==> config.mk <==
export PLATFORM = sky130hd
export DESIGN_NAME = i2s_streamer_flat
export DESIGN_NICKNAME = d
export VERILOG_FILES = /design/src/rtl/i2s_streamer_pkg.sv /design/src/rtl/i2s_streamer_if.sv /design/src/rtl/i2s_clk_gen.sv /design/src/rtl/i2s_streamer.sv /design/src/flat_wrapper.sv
export SDC_FILE = /design/constraint.sdc
export NUM_CORES = 1
export LEC_CHECK = 0
export CAP_MARGIN = 10
export CORE_MARGIN = 2
export CORE_UTILIZATION = 56
export DETAILED_ROUTE_END_ITERATION = 7
export PLACE_DENSITY = 0.78
export SYNTH_ARGS = -nofsm -noshare
export SYNTH_HDL_FRONTEND = slang
export SYNTH_SLANG_ARGS = --single-unit
==> constraint.sdc <==
create_clock -name clk -period 2.3 [get_ports clk]
set_input_delay 0.23 -clock clk [delete_from_list [all_inputs] [get_ports clk]]
set_output_delay 0.23 -clock clk [all_outputs]
set_load 0.02 [all_outputs]
==> src/rtl/i2s_streamer_pkg.sv <==
// Shared types and defaults for the LED panel serial transmitter.
// Optional build macro: I2S_STREAMER_UNDERRUN_FILL_EN (zero-word fill on underrun).
package i2s_streamer_pkg;

  typedef enum logic [1:0] {
    IDLE  = 2'd0,
    SHIFT = 2'd1,
    STALL = 2'd2,
    GAP   = 2'd3
  } state_t;

  localparam int DEF_CLK_DIV     = 2;
  localparam int DEF_WORD_W      = 8;
  localparam int DEF_FRAME_WORDS = 512;
  localparam int DEF_GAP_BITS    = 4;

  // Counter width that stays at least 1 bit for degenerate sizes.
  function automatic int cnt_w(input int n);
    return (n > 1) ? $clog2(n) : 1;
  endfunction

endpackage

==> src/rtl/i2s_streamer_if.sv <==
// Ready/valid pixel word stream feeding the serial transmitter.
interface i2s_streamer_if #(
  parameter int WORD_W = i2s_streamer_pkg::DEF_WORD_W
);
  logic [WORD_W-1:0] in_data;
  logic              in_valid;
  logic              in_ready;

  modport master (output in_data, output in_valid, input in_ready);
  modport slave  (input in_data, input in_valid, output in_ready);
endinterface

==> src/rtl/i2s_clk_gen.sv <==
// Serial clock generator: CLK_DIV cycles per half-period, low half first,
// with strobes marking the edges at which i2s_clk rises or falls.
module i2s_clk_gen
  import i2s_streamer_pkg::*;
#(
  parameter int CLK_DIV = DEF_CLK_DIV
) (
  input  logic clk,
  input  logic rst_n,
  input  logic run,
  output logic i2s_clk,
  output logic tick_fall,
  output logic tick_rise
);
  localparam int PW = cnt_w(CLK_DIV);
  localparam logic [PW-1:0] PH_LAST = PW'(CLK_DIV - 1);

  logic [PW-1:0] phase;
  logic          half_end;

  assign half_end  = run && (phase == PH_LAST);
  assign tick_rise = half_end && !i2s_clk;
  assign tick_fall = half_end && i2s_clk;

  always_ff @(posedge clk) begin
    if (!rst_n || !run) begin
      phase   <= '0;
      i2s_clk <= 1'b0;
    end else if (half_end) begin
      phase   <= '0;
      i2s_clk <= ~i2s_clk;
    end else begin
      phase <= phase + 1'b1;
    end
  end

endmodule

==> src/rtl/i2s_streamer.sv <==
// Frame-based MSB-first serializer with a one-word holding buffer.
// Build macro I2S_STREAMER_UNDERRUN_FILL_EN replaces the underrun stall by a zero word.
module i2s_streamer
  import i2s_streamer_pkg::*;
#(
  parameter int CLK_DIV     = DEF_CLK_DIV,
  parameter int WORD_W      = DEF_WORD_W,
  parameter int FRAME_WORDS = DEF_FRAME_WORDS,
  parameter int GAP_BITS    = DEF_GAP_BITS
) (
  input  logic           clk,
  input  logic           rst_n,
  input  logic           enable,
  i2s_streamer_if.slave  in_if,
  output logic           i2s_clk,
  output logic           i2s_data,
  output logic           busy,
  output logic           frame_done,
  output logic           underrun
);
  localparam int BW      = cnt_w(WORD_W);
  localparam int WW      = cnt_w(FRAME_WORDS);
  localparam int GAP_LEN = GAP_BITS * 2 * CLK_DIV;
  localparam int GW      = cnt_w(GAP_LEN);
  localparam logic [BW-1:0] BIT_LAST  = BW'(WORD_W - 1);
  localparam logic [WW-1:0] WORD_LAST = WW'(FRAME_WORDS - 1);
  localparam logic [GW-1:0] GAP_LAST  = GW'(GAP_LEN - 1);

  state_t            state;
  logic [WORD_W-1:0] buf_word;
  logic [WORD_W-1:0] shreg;
  logic              buf_full;
  logic [BW-1:0]     bit_cnt;
  logic [WW-1:0]     word_cnt;
  logic [GW-1:0]     gap_cnt;
  logic              run;
  logic              tick_fall;
  logic              tick_rise;
  logic              transfer;
  logic              word_end;
  logic              load;

  assign run            = (state == SHIFT);
  assign in_if.in_ready = !buf_full;
  assign transfer       = in_if.in_valid && !buf_full;
  assign word_end       = tick_fall && (bit_cnt == BIT_LAST);

  i2s_clk_gen #(.CLK_DIV(CLK_DIV)) u_clk_gen (
    .clk       (clk),
    .rst_n     (rst_n),
    .run       (run),
    .i2s_clk   (i2s_clk),
    .tick_fall (tick_fall),
    .tick_rise (tick_rise)
  );

  // The shifter takes the buffered word only at these points.
  always_comb begin
    load = 1'b0;
    case (state)
      IDLE:    load = enable && buf_full;
      SHIFT:   load = word_end && (word_cnt != WORD_LAST) && buf_full;
      STALL:   load = buf_full;
      GAP:     load = (gap_cnt == GAP_LAST) && enable && buf_full;
      default: load = 1'b0;
    endcase
  end

  always_ff @(posedge clk) begin
    if (!rst_n) begin
      buf_full <= 1'b0;
      buf_word <= '0;
    end else if (transfer) begin
      buf_full <= 1'b1;
      buf_word <= in_if.in_data;
    end else if (load) begin
      buf_full <= 1'b0;
    end
  end

  always_ff @(posedge clk) begin
    if (!rst_n) begin
      state      <= IDLE;
      shreg      <= '0;
      bit_cnt    <= '0;
      word_cnt   <= '0;
      gap_cnt    <= '0;
      i2s_data   <= 1'b0;
      busy       <= 1'b0;
      frame_done <= 1'b0;
      underrun   <= 1'b0;
    end else begin
      frame_done <= 1'b0;
      underrun   <= 1'b0;
      // Shift after the receiver has sampled, so the next bit is ready at the fall.
      if (tick_rise) shreg <= shreg << 1;
      if (load) begin
        state    <= SHIFT;
        busy     <= 1'b1;
        shreg    <= buf_word;
        i2s_data <= buf_word[WORD_W-1];
        bit_cnt  <= '0;
        if (state == SHIFT) word_cnt <= word_cnt + 1'b1;
        else if (state != STALL) word_cnt <= '0;
      end else begin
        case (state)
          IDLE: begin
            i2s_data <= 1'b0;
            busy     <= 1'b0;
          end
          SHIFT: begin
            if (tick_fall) begin
              if (bit_cnt != BIT_LAST) begin
                bit_cnt  <= bit_cnt + 1'b1;
                i2s_data <= shreg[WORD_W-1];
              end else if (word_cnt == WORD_LAST) begin
                state      <= GAP;
                gap_cnt    <= '0;
                i2s_data   <= 1'b0;
                frame_done <= 1'b1;
              end else begin
                underrun <= 1'b1;
                word_cnt <= word_cnt + 1'b1;
`ifdef I2S_STREAMER_UNDERRUN_FILL_EN
                shreg    <= '0;
                i2s_data <= 1'b0;
                bit_cnt  <= '0;
`else
                state    <= STALL;
                busy     <= 1'b0;
`endif
              end
            end
          end
          STALL: begin
            busy <= 1'b0;
          end
          GAP: begin
            if (gap_cnt == GAP_LAST) begin
              state <= IDLE;
              busy  <= 1'b0;
            end else begin
              gap_cnt <= gap_cnt + 1'b1;
            end
          end
          default: state <= IDLE;
        endcase
      end
    end
  end

endmodule

==> src/flat_wrapper.sv <==
// flat-port wrapper written by rule: the top's interface ports become plain ports
module i2s_streamer_flat import i2s_streamer_pkg::*;
#(
  parameter int CLK_DIV     = DEF_CLK_DIV,
  parameter int WORD_W      = DEF_WORD_W,
  parameter int FRAME_WORDS = DEF_FRAME_WORDS,
  parameter int GAP_BITS    = DEF_GAP_BITS
)
  (clk, rst_n, enable, i2s_clk, i2s_data, busy, frame_done, underrun, in_if_in_data, in_if_in_valid, in_if_in_ready);
  i2s_streamer_if #(.WORD_W(WORD_W)) in_if_i ();
  input  logic clk;
  input  logic rst_n;
  input  logic enable;
  output logic i2s_clk;
  output logic i2s_data;
  output logic busy;
  output logic frame_done;
  output logic underrun;
  input wire logic [$bits(in_if_i.in_data)-1:0] in_if_in_data;
  input wire logic [$bits(in_if_i.in_valid)-1:0] in_if_in_valid;
  output wire logic [$bits(in_if_i.in_ready)-1:0] in_if_in_ready;
  assign in_if_i.in_data = in_if_in_data;
  assign in_if_i.in_valid = in_if_in_valid;
  assign in_if_in_ready = in_if_i.in_ready;
  i2s_streamer #(.CLK_DIV(CLK_DIV), .WORD_W(WORD_W), .FRAME_WORDS(FRAME_WORDS), .GAP_BITS(GAP_BITS)) u_core (.clk(clk), .rst_n(rst_n), .enable(enable), .in_if(in_if_i), .i2s_clk(i2s_clk), .i2s_data(i2s_data), .busy(busy), .frame_done(frame_done), .underrun(underrun));
endmodule
-- Word-level counts from Yosys, hierarchy flattened
Index checks and enable logic that the tools add are counted.
- flip-flop bits (word level): 41
- latch bits: 0
- RAM bits: 0
- memory bits (read-only): 0
- input bits: 12
- logic and storage cells: 115
- memories kept: 0
- add/subtract/negate cells: 4
- $mul: 0
- div/mod/pow operators: 0
- order comparisons: 0
- equal/unequal tests: 21
- shift-type cells: 0
- multiplexer cells: 36
- bitwise logic cells: 5
- reduce and logical (&&, ||, !) cells: 35
- operator list (operator ; count):
    $mux W9 ; 7
    $mux W4 ; 4
    $mux W8 ; 2
    $mux W1 ; 15
    $reduce_and A4 Y1 ; 3
    $reduce_bool A2 Y1 ; 6
    $logic_and A1 B1 Y1 ; 10
    $ne A2 B1 Y1 const B ; 5
    $add A9 B1 Y9 const B ; 1
    $eq A9 B9 Y1 const B ; 1
    $ne A9 B9 Y1 const B ; 1
    $pmux W4 S2 ; 1
    $mux W2 ; 3
    $ne A2 B2 Y1 const B ; 3
    $ne A3 B1 Y1 const B ; 2
    $ne A3 B2 Y1 const B ; 2
    $reduce_and A3 Y1 ; 2
    $reduce_and A6 Y1 ; 1
    $reduce_bool A3 Y1 ; 2
    $reduce_or A2 Y1 ; 3
    $not A1 Y1 ; 5
    $reduce_and A5 Y1 ; 1
    $reduce_or A5 Y1 ; 1
    $add A4 B1 Y4 const B ; 1
    15 further kinds ; 19

-- Longest topological paths before layout
Gate-level depths: netlist of the first run.
- depth after elaboration: 9
- mapped depth: 7

-- Hierarchy
Synthesis of the first run repeated with hierarchy kept, for this count alone.
- cell total of the unflattened synthesis: 201
- area, all modules: 1898.1 um^2
- by module, submodules not included (module ; instances ; cells an instance ; area an instance (um^2)):
    i2s_streamer ; 1 ; 192 ; 1823.0
    i2s_clk_gen ; 1 ; 9 ; 75.1

-- Least setup slack after synthesis of the first run
No wires, ideal clock.
- path kind: reg-to-reg
- from: register u_core.word_cnt[4]
- to: register u_core.shreg[0]
- arrival: 1.828 ns
- data required time: 2.229 ns
- setup slack: 0.402 ns
- stages on the path, launching flop included: 8
- path buffers: 0
- path through: dfxtp_1 > and4_1 > and4_1 > ha_1 > nand2b_1 > nor3_1 > or4b_1 > a21oi_1
- cells in the longest elaborated chain, start to end: 5
- elaborated cells on any way between the ends: 6
- classes of those cells: eq/ne (1); mux (2); reduce/logical (3)
- RTL lines (item ; line ; RTL):
    start: declaration ; i2s_streamer.sv:34 ; logic [WW-1:0] word_cnt;
    start signal: assignment ; i2s_streamer.sv:103 ; if (state == SHIFT) word_cnt <= word_cnt + 1'b1;
    start signal: assignment ; i2s_streamer.sv:123 ; word_cnt <= word_cnt + 1'b1;
    $ne A9 B9 Y1 * ; i2s_streamer.sv:62 ; SHIFT: load = word_end && (word_cnt != WORD_LAST) && buf_full;
    $logic_and A1 B1 Y1 * (2 in series) ; i2s_streamer.sv:62 ;
    $pmux W1 S4 * ; i2s_streamer.sv:60 ; case (state)
    $mux W8 or $reduce_bool A2 Y1 (tied branches) ; n/a ;
    end signal: assignment ; i2s_streamer.sv:96 ; if (tick_rise) shreg <= shreg << 1;
    end signal: assignment ; i2s_streamer.sv:100 ; shreg <= buf_word;
    end: declaration ; i2s_streamer.sv:31 ; logic [WORD_W-1:0] shreg;
Every way passes the cells marked *; elsewhere a longest branch is shown, timed or not.
A chain may end at the register's enable or synchronous reset.

-- Worst setup path after layout of the first run
Ends and elaborated chain as after synthesis.

==> results of run 1 <==
flip-flops by register name, indices dropped and copies added, names as in the netlist:
| register | flops |
|---|---|
| u_core.bit_cnt | 3 |
| u_core.buf_full | 1 |
| u_core.buf_word | 8 |
| u_core.busy | 1 |
| u_core.frame_done | 1 |
| u_core.gap_cnt | 4 |
| u_core.i2s_data | 1 |
| u_core.shreg | 8 |
| u_core.state | 2 |
| u_core.u_clk_gen.i2s_clk | 1 |
| u_core.u_clk_gen.phase | 1 |
| u_core.underrun | 1 |
| u_core.word_cnt | 9 |
power by group through the flow:
| stage | Sequential, uW | Combinational (uW) | Clock (uW) |
|---|---|---|---|
| 3_3_place_gp | 768 | 114 | 0 |
| 4_1_cts | 754 | 119 | 483 |
| 5_1_grt | 759 | 132 | 517 |
| 3_5_place_dp | 770 | 119 | 0 |
| 6_report | 755 | 120 | 475 |
| 2_1_floorplan | 762 | 83.1 | 0 |
area by class of cell:
type,count,area (um2)
Clock buffer,5,37.5
Clock inverter,3,46.3
Fill cell,286,1100
Inverter,5,18.8
Multi-Input combinational cell,157,1080
Sequential cell,41,821
Tap cell,46,57.6
Timing Repair Buffer,18,178
worst max path at each step:
| stage | end | slack, ps |
|---|---|---|
| 2_1_floorplan | u_core.shreg[0]$_SDFFE_PN0P_ | 400 |
| 3_3_place_gp | u_core.i2s_data$_SDFFE_PN0P_ | 230 |
| 3_5_place_dp | u_core.shreg[5]$_SDFFE_PN0P_ | 60 |
| 4_1_cts | u_core.i2s_data$_SDFFE_PN0P_ | 9 |
| 5_1_grt | u_core.shreg[0]$_SDFFE_PN0P_ | 2 |
| 6_report | u_core.shreg[0]$_SDFFE_PN0P_ | 140 |
worst register-to-register path: stages (launching register included):
cell      delay [ps]
dfxtp_1          400
and4_1           260
and4_1           210
ha_1             250
nand2b_4         210
nor3_2            70
or4b_1           540
a21oi_1          160
routing by layer:
layer	part of all wire [%]	global-route usage [%]
met1	46	27.5
met2	49	36.8
met3	4.0	6.25
met4	1.3	8.61
met5	0	0
timing repair:
item	in CTS	in global routing
hold buffers	0	0
endpoints found under the setup margin	0	14
gates resized for setup	0	7
cell families after synthesis:
group / synth area share [%]
mux: 9.73
xor+xnor: 1.34
fa+ha+maj: 3.20
flops: 42.0
compound gates: 16.6
simple gates: 23.0
buf+inv: 4.03
cells in the final DEF (no fill, tap or decap), types with 2 or more instances in the layout:
master,count
dfxtp_1,41
nand2_1,19
mux2i_1,19
nor2_1,18
a21oi_1,17
clkdlybuf4s50_1,17
o21ai_0,10
a211oi_1,7
nand3_1,6
inv_1,5
nand2b_1,5
clkbuf_4,5
nand4_1,4
ha_1,4
and4_1,3
o22ai_1,3
xnor2_1,3
a31oi_1,3
or3_1,3
nor2_2,2
nor2b_1,2
nor3_1,2
nand3_2,2
o22a_1,2
nor4_2,2
a311oi_1,2
metrics by stage:
stage / cell area [um2] / setup slack, ps
6_report: 2240 / 141
5_1_grt: 2240 / 2.18
4_1_cts: 2210 / 9.44
3_5_place_dp: 2130 / 60.7
3_3_place_gp: 2130 / 232
2_1_floorplan: 1950 / 402
==> results_dict.tcl, run 1 <==
set metrics [dict create \
    syn_to_final_growth_pct 14.5 \
    critical_path.top_delay_family "simple AND/OR/NAND/NOR gates" \
    hold_violations 0 \
    gp_congestion 0.898 \
    stdcell_count 275 \
    clockBufferDepth 2 \
    min_period_ps 2160 \
    drt_iter0_drc 111 \
    critPathRequiredTime_ps 2590 \
    postCtsSetupBuffers 0 \
    min_from "in_if_in_valid" \
    p_int_uw 1020 \
    port_buffers 17 \
    die_w_um 63.1 \
    ys_ff_latch 41 \
    synthArstFlopShare_pct 0 \
    end_kind "flip-flop" \
    htree_levels 2 \
    io_pins 18 \
    slowest_stage "or4b_1" \
    fin_crit_sh_pct 93.9 \
    die_y_um 63.1 \
    vias_per_cell 5.82 \
    grt_pass1_wl_mm 6.93 \
    pwr-share-seq_pct 55.9 \
    timing.rr.start "u_core.word_cnt[4]$_SDFFE_PN0P_" \
    dp_cells 267 \
    path_common_cell "and4_1" \
    synth_area_leaders "dfxtp_1 42%, mux2i_1 9.7%, a21oi_1 4.4%, nand2_1 3.6%, nor2_1 3.6%" \
    fin_setup_tns_ps 0 \
    worst-path-buf-inv 0 \
    startpoint_type "flip-flop" \
    ir_worst_vdd_v 0.000541 \
    cp.arrival_ps 2450 \
    timing.rr.end "u_core.shreg[0]$_SDFFE_PN0P_" \
    overflow 0 \
    dieArea_mm2 0.00398 \
    hold_end "u_core.buf_full$_SDFFE_PN0P_" \
    drc_errors 0 \
    syn-num-nets 229 \
    ant_nets 0 \
    power_uw 1350 \
    track_usage_pct 22.3 \
    via_count 1601 \
    tightest_slew_ps 673 \
    avgSynthCellArea_um2 9.22 \
    wirelength_mm 4.06 \
    initial_utilization_pct 58.6 \
    max_stage_delay_ps 540 \
    synth_flop_cell "dfxtp_1" \
    reg2reg_depth 7 \
    yosysMostFrequentCell "dfxtp_1" \
    synthTopCellsByCount "41 x dfxtp_1, 19 x mux2i_1, 19 x nand2_1, 19 x nor2_1, 17 x a21oi_1" \
    cp_max_fo 5 \
    clock_latency_ps 360 \
    rows 21 \
    rsz0062_at_grt "no" \
    cts_tree "built" \
    synth_cell_types 43 \
    clock-root-buffer "clkbuf_4" \
    ff2ff_setup_slack_ps 140 \
    leakage_uw 0.000792 \
    fin_hold_ws_ps 451 \
    synth_cells 212 \
    path_depth 7 \
    pwr-share-comb_pct 8.9 \
    relSlewSlack_pct 55.1 \
    switching_share_pct 24.3 \
    drive_above_1_share_pct 10.0 \
    worstPathCellList "and4_1 > and4_1 > ha_1 > nand2b_4 > nor3_2 > or4b_1 > a21oi_1" \
    synth.yosys.seq_area_share_pct 42.0 \
    drv_slew 0 \
    hold_path_depth 3 \
    power.switching_uw 329 \
    crit_type "flip-flop to flip-flop" \
    startpoint "u_core.word_cnt[4]$_SDFFE_PN0P_" \
    setup_viol 0 \
    fin_nets 245 \
    grt_max_degree 23 \
    p_clk_share_pct 35.2 \
    first_pass_iters 4 \
    finalClockSkew_ps 8.36 \
    synth_top_area_share_pct 42.0 \
    fmax_mhz 463 \
    clock-sinks 41 \
    final_core_util_pct 67.1 \
    yosys_warnings 0 \
    yosysTopAreaCell "dfxtp_1" \
    run_status "finished, final reports clean" \
    core_mm2 0.00334 \
    worstHoldPathType "primary input to flip-flop" \
    clkSlewWorstSetupHoldPaths_ps 130 \
    synth_edf_count 0 \
    antenna_found_initial 0 \
    hpwl_mm 2.93 \
    powerDensity_mw_per_mm2 603 \
    numCtsBuffers 5 \
    wire_per_inst_um 14.8 \
    antenna_cells 0 \
    grt_pass1_vias 1515 \
    drv_cap 0 \
    netlist_area_mm2 0.00195 \
]
(Power assumes the default switching activity.)
==> run 2: changes to the inputs <==
--- a/config.mk
+++ b/config.mk
@@ -8,6 +8,7 @@
 export CAP_MARGIN = 10
 export CORE_MARGIN = 2
 export CORE_UTILIZATION = 56
+export CTS_CLUSTER_SIZE = 10
 export DETAILED_ROUTE_END_ITERATION = 7
 export PLACE_DENSITY = 0.78
 export SYNTH_ARGS = -nofsm -noshare
==> results of run 2 <==
No change in the layout: final DEF, timing and power equal those of run 1.
==> variant, RTL diff (config.mk and constraints of run 1) <==
Reset style: asynchronous (`rst_n`), changed in 2 clocked blocks.
--- a/src/rtl/i2s_streamer.sv
+++ b/src/rtl/i2s_streamer.sv
@@ -66,7 +66,7 @@
     endcase
   end
 
-  always_ff @(posedge clk) begin
+  always_ff @(posedge clk or negedge rst_n) begin
     if (!rst_n) begin
       buf_full <= 1'b0;
       buf_word <= '0;
@@ -78,7 +78,7 @@
     end
   end
 
-  always_ff @(posedge clk) begin
+  always_ff @(posedge clk or negedge rst_n) begin
     if (!rst_n) begin
       state      <= IDLE;
       shreg      <= '0;
Formal check against the unedited RTL: differs if rst_n is asserted again (counterexample within 4 cycles, from zero or initial values and one cycle with rst_n low); with rst_n held inactive, the same outputs for 10 cycles.
==> variant against run 1 <==
- critical path type unchanged
- setup slack worse by 55 ps
- synthesized area is 9.1% higher
- routed wire length is 10% higher
- global-route usage is 0.69 points higher
- sequential cell count stayed put
- cell area is 13% higher
- first-iteration DRC count is 9.9% higher
- die area is 8.5% higher
- critical endpoint is now u_core.word_cnt[7]
Power is not compared: it rests on default switching activity, and its combinational part moved more than twofold at a synthesized area within 25%.
==> variant: results (changes against run 1) <==
| Metric | Value |
|---|---|
| First-pass GRT wire length | `7.51 mm (+8.5%)` |
| Vias/cell | `6.10 (+4.8%)` |
| Outcome | `finished, final reports clean` |
| GRT Total Usage | `23.0% (+0.69 points)` |
| Setup crit end | `u_core.word_cnt[7]` |
| Clk_skew | `8.01 ps (-0.355 ps)` |
| Adder-Cell Fraction of Synth Area | `2.93% (-0.27 points)` |
| Total detailed-routing wirelength | `4.49 mm (+10%)` |
| Largest cells by area after synthesis | `dfrtp_1, mux2_2, nand2_1, ha_1, a221o_1` |
| R2R cell count | `9 (+2)` |
| DRC violation total after the first TritonRoute iteration | `122 (+9.9%)` |
| RR Startpoint | `u_core.word_cnt[0]` |
| Crit-path leading delay family | `compound AO/OA/AOI/OAI gates` |
| Main flop type after synthesis | `dfrtp_1` |
| Rel. slew slack | `61.6% (+6.5 points)` |
| Worst skew pair latency | `300 ps (-60 ps)` |
| Critical Path Max Stage Delay | `400 ps (-140 ps)` |
| DP HPWL | `3.26 mm (+11%)` |
| Mux cell area share after synthesis | `6.16% (-3.6 points)` |
| Post-Syn Area per Cell | `10.7 µm² (+16%)` |
| GPL Wtd Cong | `0.994 (+11%)` |
| Filler cells | `274 (-4.2%)` |
| Post-synthesis compound-gate area fraction | `17.6% (+0.96 points)` |
| Final nets | `244 (-0.41%)` |
| Hold Crit Class | `input port to asynchronous set/reset pin` |
| Cell Area, Placed | `2360 µm² (+11%)` |
| Placed Instances | `265 (-0.75%)` |
| Crit path max fanout | `6 (+1)` |
| Root Buffer | `clkbuf_8` |
## variant: what timing repair did
item / 4_1_cts / 5_1_grt
pin swaps: 1 / 3
gates resized for setup: 4 / 2
setup buffers: 2 / 1
setup endpoints to repair: 4 / 16
## variant: through the flow
stage | setup WS, ps | hold WS, ps
floorplan | 24.8 | -65.6
global placement | 37.3 | 319
detailed placement | -18.5 | 342
CTS | 48.3 | 22.3
global route | 3.05 | 51.2
finish | 85.6 | 2.55
## variant: final cells by class
type / count / area (µm²) / share of cell area [%]
multi-input combinational: 142 / 1050 / 41.5
sequential: 41 / 1020 / 40.2
timing repair buffer: 31 / 270 / 10.7
clock buffer: 6 / 72.6 / 2.87
tap: 48 / 60.1 / 2.38
clock inverter: 2 / 35.0 / 1.39
inverter: 6 / 22.5 / 0.892
## variant: power by group through the flow
stage | sequential (W) | combinational, W | clock, W
after floorplan | 0.00114 | 0.000721 | 0
after global placement | 0.00121 | 0.000891 | 0
after detailed placement | 0.00123 | 0.000945 | 0
after CTS | 0.00122 | 0.000971 | 0.000577
after global routing | 0.00126 | 0.00109 | 0.000600
final | 0.00123 | 0.000995 | 0.000570
## variant: worst min-delay path by stage
stage | startpoint | end | slack [ps] | depth (start not counted)
2_1_floorplan | rst_n | u_core.bit_cnt[0] | -70 | 0
3_3_place_gp | rst_n | u_core.state[0] | 320 | 2
3_5_place_dp | rst_n | u_core.busy | 340 | 2
4_1_cts | rst_n | u_core.busy | 20 | 2
5_1_grt | rst_n | u_core.busy | 50 | 2
6_report | rst_n | u_core.busy | 3 | 2
## variant: metal layers
metal	GRT usage (%)	up-vias	routed length (µm)
li1	-	795	-
met1	29.5	844	2060
met2	37.1	35	2190
met3	5.99	10	161
met4	8.85	0	78
met5	0	-	0
